### config.mk
export PLATFORM = sky130hd
export DESIGN_NAME = spike_isi_meter
export DESIGN_NICKNAME = d
export VERILOG_FILES = /design/src/rtl/ecg_pkg.sv /design/src/rtl/isi_fifo.sv /design/src/rtl/spike_isi_meter.sv
export SDC_FILE = /design/constraint.sdc
export NUM_CORES = 1
export LEC_CHECK = 0
export CELL_PAD_IN_SITES_DETAIL_PLACEMENT = 1
export CELL_PAD_IN_SITES_GLOBAL_PLACEMENT = 1
export CORE_MARGIN = 1.5
export CORE_UTILIZATION = 52
export CTS_BUF_LIST = sky130_fd_sc_hd__clkbuf_2 sky130_fd_sc_hd__clkbuf_4 sky130_fd_sc_hd__clkbuf_8
export DETAILED_ROUTE_END_ITERATION = 8
export GPL_TIMING_DRIVEN = 0
export PLACE_DENSITY_LB_ADDON = 0.1
export SYNTH_ARGS = -nofsm -noshare
export SYNTH_HDL_FRONTEND = slang
export SYNTH_HIERARCHICAL = 1
export SYNTH_SLANG_ARGS = --single-unit
### constraint.sdc
create_clock -name clk -period 4.3 [get_ports clk]
set_input_delay 0.86 -clock clk [delete_from_list [all_inputs] [get_ports clk]]
set_output_delay 0.86 -clock clk [all_outputs]
set_load 0.05 [all_outputs]
### src/rtl/ecg_pkg.sv
// Shared definitions for the ECG spike-timing blocks: interval FSM encoding,
// default counter width and the counter saturation value.
package ecg_pkg;

   // Default interval counter / data width.
   localparam int unsigned CNT_W_DEF = 16;

   // Interval measurement FSM: waiting for a first edge, or timing an interval.
   typedef enum logic [0:0] {
      StIdle  = 1'b0,
      StCount = 1'b1
   } isi_state_e;

   // Saturation value of a w-bit counter (all ones).
   // 1 << 32 wraps to 0 in 32 bits, so w = 32 still yields all ones.
   function automatic logic [31:0] sat_count(input int unsigned w);
      return (32'd1 << w) - 32'd1;
   endfunction

endpackage

### src/rtl/isi_fifo.sv
// First-word-fall-through FIFO for measured inter-spike intervals.
// The head entry is visible on rdata whenever the FIFO is non-empty.
// DEPTH must be a power of two (>= 2) so the pointers wrap naturally.
module isi_fifo #(
   parameter int unsigned DEPTH = 8,
   parameter int unsigned WIDTH = 16
) (
   input  logic                     clk,
   input  logic                     reset,
   input  logic                     push,
   input  logic [WIDTH-1:0]         wdata,
   input  logic                     pop,
   output logic [WIDTH-1:0]         rdata,
   output logic                     full,
   output logic                     empty,
   output logic [$clog2(DEPTH):0]   level
);

   localparam int unsigned AW = $clog2(DEPTH);
   localparam logic [AW:0] LvlFull = (AW + 1)'(DEPTH);

   logic [WIDTH-1:0] mem [DEPTH];
   logic [AW-1:0]    wr_ptr_q, rd_ptr_q;
   logic [AW:0]      level_q, level_d;
   logic             wr_en, rd_en;

   assign full  = (level_q == LvlFull);
   assign empty = (level_q == '0);
   assign level = level_q;

   // A push into a full FIFO is still accepted when the head leaves the same cycle.
   assign wr_en = push & (~full | pop);
   assign rd_en = pop & ~empty;

   // Occupancy next state: simultaneous push and pop leaves level unchanged.
   always_comb begin
      level_d = level_q;
      case ({wr_en, rd_en})
         2'b10:   level_d = level_q + (AW + 1)'(1);
         2'b01:   level_d = level_q - (AW + 1)'(1);
         default: level_d = level_q;
      endcase
   end

   // Pointer and occupancy registers.
   always_ff @(posedge clk or negedge reset) begin
      if (!reset) begin
         wr_ptr_q <= '0;
         rd_ptr_q <= '0;
         level_q  <= '0;
      end else begin
         if (wr_en) wr_ptr_q <= wr_ptr_q + AW'(1);
         if (rd_en) rd_ptr_q <= rd_ptr_q + AW'(1);
         level_q <= level_d;
      end
   end

   // Storage array; contents are never observed while empty, so no reset.
   always_ff @(posedge clk) begin
      if (wr_en) mem[wr_ptr_q] <= wdata;
   end

   // Gate the head so an empty FIFO presents zero rather than stale data.
   assign rdata = empty ? '0 : mem[rd_ptr_q];

endmodule

### src/rtl/spike_isi_meter.sv
// Inter-spike interval meter: times the gap between rising spike edges,
// queues each interval in a FWFT FIFO and keeps a running mean over the
// last 2^AVG_N_LOG2 intervals, with sticky overflow and timeout flags.
module spike_isi_meter
   import ecg_pkg::*;
#(
   parameter int unsigned CNT_W      = CNT_W_DEF,
   parameter int unsigned DEPTH      = 8,
   parameter int unsigned AVG_N_LOG2 = 2
) (
   input  logic                    clk,
   input  logic                    reset,
   input  logic                    spike,
   input  logic                    clr,
   input  logic                    isi_ready,
   output logic                    isi_valid,
   output logic [CNT_W-1:0]        isi_data,
   output logic [CNT_W-1:0]        mean_isi,
   output logic                    mean_valid,
   output logic                    overflow,
   output logic                    timeout,
   output logic [$clog2(DEPTH):0]  level
);

   localparam int unsigned AVG_N  = 1 << AVG_N_LOG2;
   localparam int unsigned SUM_W  = CNT_W + AVG_N_LOG2;
   localparam int unsigned FILL_W = AVG_N_LOG2 + 1;
   localparam logic [CNT_W-1:0]  CntMax   = CNT_W'(sat_count(CNT_W));
   localparam logic [FILL_W-1:0] FillFull = FILL_W'(AVG_N);

   // Edge detection
   logic spike_d;
   logic spike_edge;

   // Interval FSM and counter
   isi_state_e       state_q, state_d;
   logic [CNT_W-1:0] cnt_q, cnt_d;
   logic             isi_push;
   logic             timeout_set;

   // FIFO handshake
   logic fifo_full, fifo_empty, fifo_pop, drop;

   // Sticky flags
   logic overflow_q, overflow_d;
   logic timeout_q, timeout_d;

   // Running-mean window
   logic [CNT_W-1:0]  win_q    [AVG_N];
   logic [CNT_W-1:0]  win_base [AVG_N];
   logic [CNT_W-1:0]  win_d    [AVG_N];
   logic [SUM_W-1:0]  sum_q, sum_base, sum_d;
   logic [FILL_W-1:0] fill_q, fill_base, fill_d;

   // A spike held high for several cycles counts once, on its rising cycle.
   assign spike_edge = spike & ~spike_d;

   // Delay register for edge detection.
   always_ff @(posedge clk or negedge reset) begin
      if (!reset) spike_d <= 1'b0;
      else        spike_d <= spike;
   end

   // Interval FSM: the first edge only arms the counter; later edges emit cnt.
   always_comb begin
      state_d     = state_q;
      cnt_d       = cnt_q;
      isi_push    = 1'b0;
      timeout_set = 1'b0;
      case (state_q)
         StIdle: begin
            if (spike_edge) begin
               cnt_d   = CNT_W'(1);
               state_d = StCount;
            end
         end
         StCount: begin
            if (spike_edge) begin
               isi_push = 1'b1;
               cnt_d    = CNT_W'(1);
            end else if (cnt_q == CntMax) begin
               // No spike for the full counter range: give up on this interval.
               timeout_set = 1'b1;
               cnt_d       = '0;
               state_d     = StIdle;
            end else begin
               cnt_d = cnt_q + CNT_W'(1);
            end
         end
         default: begin
            state_d = StIdle;
            cnt_d   = '0;
         end
      endcase
   end

   // FSM state and interval counter registers.
   always_ff @(posedge clk or negedge reset) begin
      if (!reset) begin
         state_q <= StIdle;
         cnt_q   <= '0;
      end else begin
         state_q <= state_d;
         cnt_q   <= cnt_d;
      end
   end

   assign isi_valid = ~fifo_empty;
   assign fifo_pop  = isi_valid & isi_ready;
   assign drop      = isi_push & fifo_full & ~fifo_pop;

   isi_fifo #(
      .DEPTH (DEPTH),
      .WIDTH (CNT_W)
   ) u_fifo (
      .clk   (clk),
      .reset (reset),
      .push  (isi_push),
      .wdata (cnt_q),
      .pop   (fifo_pop),
      .rdata (isi_data),
      .full  (fifo_full),
      .empty (fifo_empty),
      .level (level)
   );

   // Sticky flags: a flag being set in the same cycle as clr stays set.
   always_comb begin
      overflow_d = overflow_q;
      timeout_d  = timeout_q;
      if (clr) begin
         overflow_d = 1'b0;
         timeout_d  = 1'b0;
      end
      if (drop)        overflow_d = 1'b1;
      if (timeout_set) timeout_d  = 1'b1;
   end

   // Sticky flag registers.
   always_ff @(posedge clk or negedge reset) begin
      if (!reset) begin
         overflow_q <= 1'b0;
         timeout_q  <= 1'b0;
      end else begin
         overflow_q <= overflow_d;
         timeout_q  <= timeout_d;
      end
   end

   assign overflow = overflow_q;
   assign timeout  = timeout_q;

   // Mean window: clr empties it first, then any interval measured this cycle
   // (queued or dropped) shifts in and the sum is adjusted incrementally.
   always_comb begin
      sum_base  = clr ? '0 : sum_q;
      fill_base = clr ? '0 : fill_q;
      for (int i = 0; i < AVG_N; i++) begin
         win_base[i] = clr ? '0 : win_q[i];
      end

      win_d  = win_base;
      sum_d  = sum_base;
      fill_d = fill_base;

      // A timeout invalidates the mean until a full set of new intervals arrives.
      if (timeout_set) fill_d = '0;

      if (isi_push) begin
         sum_d = sum_base + SUM_W'(cnt_q) - SUM_W'(win_base[AVG_N-1]);
         for (int i = 1; i < AVG_N; i++) begin
            win_d[i] = win_base[i-1];
         end
         win_d[0] = cnt_q;
         if (fill_base != FillFull) fill_d = fill_base + FILL_W'(1);
      end
   end

   // Mean window, sum and fill-count registers.
   always_ff @(posedge clk or negedge reset) begin
      if (!reset) begin
         for (int i = 0; i < AVG_N; i++) begin
            win_q[i] <= '0;
         end
         sum_q  <= '0;
         fill_q <= '0;
      end else begin
         win_q  <= win_d;
         sum_q  <= sum_d;
         fill_q <= fill_d;
      end
   end

   // Truncating divide by the window length.
   assign mean_isi   = CNT_W'(sum_q >> AVG_N_LOG2);
   assign mean_valid = (fill_q == FillFull);

endmodule

After elaboration in Yosys (flattened, before gate mapping)
Memories as Yosys holds them, arrays and structs flattened.
Index checks and enable logic that the tools add are counted.
- register bits after elaboration: 115
- RAM bits: 128
- word-level logic and storage cells: 76
- memories kept: 1
- add/subtract/negate cells: 8
- eq/ne operators: 7
- mux-type cells: 30
- bitwise operators: 12
- reduce and logical (&&, ||, !) cells: 4
- memory list (memory ; words ; width ; read ports ; clocked after Yosys merged registers in ; write ports ; line ; text):
    u_fifo.mem ; 8 ; 16 ; 1 ; 0 ; 1 ; isi_fifo.sv:22 ; logic [WIDTH-1:0] mem [DEPTH];
- operators with widths (cell ; count):
    16-bit two-way mux ; 8
    64-bit two-way mux ; 1
    18-bit two-way mux ; 2
    16-bit case mux with 2 select lines ; 1
    18-bit by 16-bit adder with 18-bit output ; 1
    18-bit by 16-bit subtractor with 18-bit output ; 1
    16-bit by 1-bit adder with 16-bit output (second input constant) ; 1
    16-bit == test (second input constant) ; 1
    1-bit two-way mux ; 12
    3-bit two-way mux ; 4
    3-bit by 1-bit adder with 3-bit output (second input constant) ; 3
    4-bit case mux with 2 select lines ; 1
    1-bit bitwise AND ; 6
    2-bit nonzero test ; 3
    1-bit inverter ; 5
    4-bit by 1-bit adder with 4-bit output (second input constant) ; 1
    4-bit == test (second input constant) ; 1
    4-bit logical NOT ; 1
    4-bit by 1-bit subtractor with 4-bit output (second input constant) ; 1
    3-bit == test (second input constant) ; 1
    3-bit inequality test (second input constant) ; 1
    2-bit by 1-bit == test with 1-bit output (second input constant) ; 1
    2-bit == test (second input constant) ; 1
    2-bit inequality test (second input constant) ; 1
    2 further kinds ; 2

Longest topological paths before layout
- word-level depth: 7
- gate-level depth with buffers: 14
- depth with buffers taken out: 13

By module
Netlist, hierarchy kept.
- modules (own cells, without submodules) (module ; instances ; cells each ; area each (sq um)):
    spike_isi_meter ; 1 ; 694 ; 6090.8
    isi_fifo ; 1 ; 262 ; 5472.7

Worst setup path before layout
No wires, ideal clock.
- path kind: input to register
- start point: input spike
- end point: memory u_fifo.mem[0][0] (enable)
- library setup time: 430 ps
- arrival time: 3520 ps
- slack: 350 ps
- stages on the path: 8
- path through: nor2b_1 -> nand2_1 -> inv_1 -> buf_2 -> buf_2 -> o21a_4 -> clkinv_4 -> nor4_1
- cells in the longest elaborated chain, start to end: 6
- ends and longest elaborated chain (what ; line ; text):
    start, declared ; spike_isi_meter.sv:13 ; input logic spike,
    1-bit bitwise AND ; spike_isi_meter.sv:56 ; assign spike_edge = spike & ~spike_d;
    1-bit two-way mux ; spike_isi_meter.sv:78 ; if (spike_edge) begin
    1-bit two-way mux ; spike_isi_meter.sv:70 ; case (state_q)
    via isi_push ; spike_isi_meter.sv:38 ; logic isi_push;
    1-bit bitwise AND ; isi_fifo.sv:32 ; assign wr_en = push & (~full | pop);
    1-bit two-way mux ; isi_fifo.sv:60 ; if (wr_en) mem[wr_ptr_q] <= wdata;
    1-bit two-way mux (implied by the code) ; isi_fifo.sv:60 ;
    end, declared ; isi_fifo.sv:22 ;
The timed path passes the listed nets, and every way through them passes these cells.

Worst setup path in the final report
- start point: input clr
- end point: register sum_q[16]
- cells in the longest elaborated chain, start to end: 4
- ends and longest elaborated chain (what ; line ; text):
    start, declared ; spike_isi_meter.sv:14 ; input logic clr,
    18-bit two-way mux ; spike_isi_meter.sv:156 ; sum_base = clr ? '0 : sum_q;
    18-bit by 16-bit adder with 18-bit output ; spike_isi_meter.sv:170 ; sum_d = sum_base + SUM_W'(cnt_q) - SUM_W'(win_base[AVG_N-1]);
    18-bit by 16-bit subtractor with 18-bit output ; spike_isi_meter.sv:170 ;
    18-bit two-way mux * ; spike_isi_meter.sv:169 ; if (isi_push) begin
    via sum_d[16] ; spike_isi_meter.sv:52 ; logic [SUM_W-1:0] sum_q, sum_base, sum_d;
    end signal, assigned ; spike_isi_meter.sv:189 ; sum_q <= sum_d;
    end, declared ; spike_isi_meter.sv:52 ;
Mark *: on every way through the listed nets, which the timed path passes. The rest lies on a longest branch.
A chain may end at the register's enable or synchronous reset.

==> impl_metrics.toml <==
[die]
ios = 45
chipHeight_um = 152
rows = 54
dieWidth_um = 152
initial_core_util = 0.530
dieArea_um2 = 23100
coreArea_um2 = 21800

[clock_tree]
numCtsBuffers = 41
post_cts_buffers = 0
clock_latency_ps = 560
clkTransAtPathRegs_ps = 60
cts_sinks = 243
htree_num_levels = 2
clockBufferDepth = 3
cts_tree = "done"
root_buffer = "clkbuf_8"

[cells_and_area]
finalNonFillerCells = 1364
syn2layout_area_growth_pct = 15.6
drive_above_1_share = 0.165
n_antenna_cell = 0
nets = 1099

[pwr]
p_leak_nw = 5.30
comb_power_share = 0.420
irDropWorstVdd_mv = 0.334
p_sw_w = 0.00333
p_per_area_nw_per_um2 = 644
p_sw_frac = 0.387
power_frac_seq = 0.339
p_int_w = 0.00527
design_power_total_w = 0.00861
p_clk_frac = 0.240

[critical_path]
cp.required_ps = 4710
crit_chain = "clkdlybuf4s50_1 -> clkinvlp_4 -> clkbuf_1 -> nand2_1 -> fa_1 -> inv_1 -> ha_1 -> buf_4 -> a21oi_1 -> o21ai_0 -> or4_1 -> a31oi_1 -> or4_1 -> o211ai_1"
cp_max_fo = 10
worst_setup_path_start_kind = "input pin"
worst_path_max_delay_cell = "clkdlybuf4s50_1"
worstSetupPathType = "in -> reg"
cpMostUsedCell = "or4_1"
end_kind = "flip-flop"
max_stage_delay_ps = 550
critPathBufInv = 5
cp.arrival_ps = 4550
critPathTopFamily = "buffers and inverters"

[placement]
portBuffers = 44
post-place-cells = 1290
dp_hpwl_um = 21000
place_congestion = 0.802

[sta]
setup_violations = 0
timing.fmax_mhz = 241
rsz0062_at_grt = "true"
tightest_slew_ps = 1020
period_needed_ps = 4140
slew_violations = 0
relSlewSlack = 0.319
finalCritPeriodShare = 0.964
skew_ps = 25.2
hold_viol = 0

[global_route]
antenna_found_initial = 1
grt_max_degree = 81
grt_pass1_wl_um = 47700
grt_pass1_vias = 8494
grt-ovfl-total = 0
globalRouteTotalUtil = 0.269

[detailed_routing]
avgRoutedWirePerCell_um = 21.8
num_vias = 7717
drc = 0
firstDrtPassIters = 4
drt_iter0_markers = 295
antenna_left = 0
vias_per_cell = 5.66
drt_wl_total_um = 29800

[yosys]
synth_edf_count = 128
yosys.area.top_type = "edfxtp_1"
synthArstFlopShare = 0.473
synth_top_cells_by_area = "edfxtp_1, dfrtp_1, mux4_2"
netlist_area_um2 = 11600
synth_top_area_share = 0.332
synth_seq_cells = 243
synth_cells = 956
ys_types = 74
ys.flop_type = "edfxtp_1"
synthTopCellsByCount = "nand2_1, edfxtp_1, dfrtp_1, a21oi_1, inv_1"
syn_nets = 1003
synthMostInstantiatedCell = "nand2_1"
ys_seq_area_frac = 0.581
yosys_warnings = 6
avgSynthCellArea_um2 = 12.1

[outcome]
status = "finished clean"

[min_path]
min_path_type = "in -> async"

[job]
drv_cap = 0
==> cell usage in the layout (no fill, tap or decap), drive strengths merged, types with 11 or more instances in the layout <==
cell type	count
edfxtp	128
nor3	16
o21ai	33
nor2	42
a21oi	72
clkbuf	92
ha	26
mux4	32
dfrtp	115
nand3	36
nand2	148
clkdlybuf4s50	43
buf	47
mux2i	24
inv	58
clkinv	11
fa	16
xnor2	18
nor2b	22
==> cell type report <==
type	count	area [µm²]
Buffer	66	354
Clock buffer	62	759
Clock inverter	13	70.1
Fill cell	2243	8450
Inverter	59	230
Multi-Input combinational cell	587	4300
Sequential cell	243	6720
Tap cell	280	350
Timing Repair Buffer	54	583
==> logic make-up (layout without fill, tap and decap cells) <==
family	Yosys count	after routing	share of synthesized area
muxes	58	58	0.0850
and+or+nand+nor	304	304	0.123
DFF	243	243	0.581
adders and majority gates	42	42	0.0558
buffers and inverters	126	254	0.0502
xor gates and xnor gates	27	27	0.0205
AOI/OAI and AO/OA	156	156	0.0838
==> power groups by stage <==
stage          clock (W)  combinational (W)  sequential (W)
2_1_floorplan          0            0.00257         0.00295
3_3_place_gp           0            0.00350         0.00294
3_5_place_dp           0            0.00362         0.00296
4_1_cts          0.00211            0.00365         0.00292
5_1_grt          0.00221            0.00391         0.00295
6_report         0.00207            0.00362         0.00292
==> state kept, by name (all words and copies together), names as in the netlist <==
| signal | flops |
|---|---|
| timeout | 1 |
| sum_q | 18 |
| win_q | 64 |
| u_fifo/mem | 128 |
| u_fifo/level | 4 |
| u_fifo/wr_ptr_q | 3 |
| spike_d | 1 |
| fill_q | 3 |
| state_q | 1 |
| u_fifo/rd_ptr_q | 3 |
| cnt_q | 16 |
| overflow | 1 |
==> layer usage <==
layer  GRT usage  vias up  share of wire
met5           0        -        0.00027
met4      0.0952        2          0.031
met3      0.0505       71          0.037
met2       0.479      152           0.53
met1       0.328     3920           0.40
li1            -     3572              -
==> worst paths after layout <==
path | from | cells after the start | endpoint | slack (ps)
min | reset | 1 | win_q[31]$_DFF_PN0_ | 210
max reg2reg | u_fifo/level[0]$_DFFE_PN0P_ | 10 | u_fifo/level[3]$_DFFE_PN0P_ | 660
min reg2reg | timeout$_DFFE_PN0P_ | 1 | timeout$_DFFE_PN0P_ | 510
max in group asynchronous | reset | 2 | u_fifo/level[1]$_DFFE_PN0P_ | 3310
min in group clk | timeout$_DFFE_PN0P_ | 1 | timeout$_DFFE_PN0P_ | 510
max | clr | 14 | sum_q[16]$_DFF_PN0_ | 160
==> what timing repair did <==
item / CTS / global route
hold buffers: 0 / 0
cloned: 0 / 0
resized for setup: 2 / 4
setup endpoints to repair: 2 / 5
pin swaps: 0 / 1
==> worst reg2reg max path, stage by stage, from the launching register on <==
cell and delay [ps]:
dfrtp_1 500, nor4_4 600, clkbuf_1 620, nor2b_1 240
o21a_4 300, clkinv_4 100, ha_1 290, nand3b_1 120
a2111oi_0 430, nor3_1 160, xnor2_1 210
==> metrics by stage <==
stage | setup TNS (ps) | util | hold slack (ps) | worst slack [ps] | instance area, µm²
after floorplan | 0 | - | 469 | 350 | 11600
after global placement | -423610 | 0.566 | 483 | -2440 | 12400
after detailed placement | -9850 | 0.574 | 499 | -702 | 12500
after CTS | 0 | 0.612 | 196 | 32.2 | 13400
after global routing | -4.73 | 0.613 | 220 | -4.73 | 13400
final | 0 | 0.613 | 210 | 155 | 13400
(Power assumes the default switching activity.)
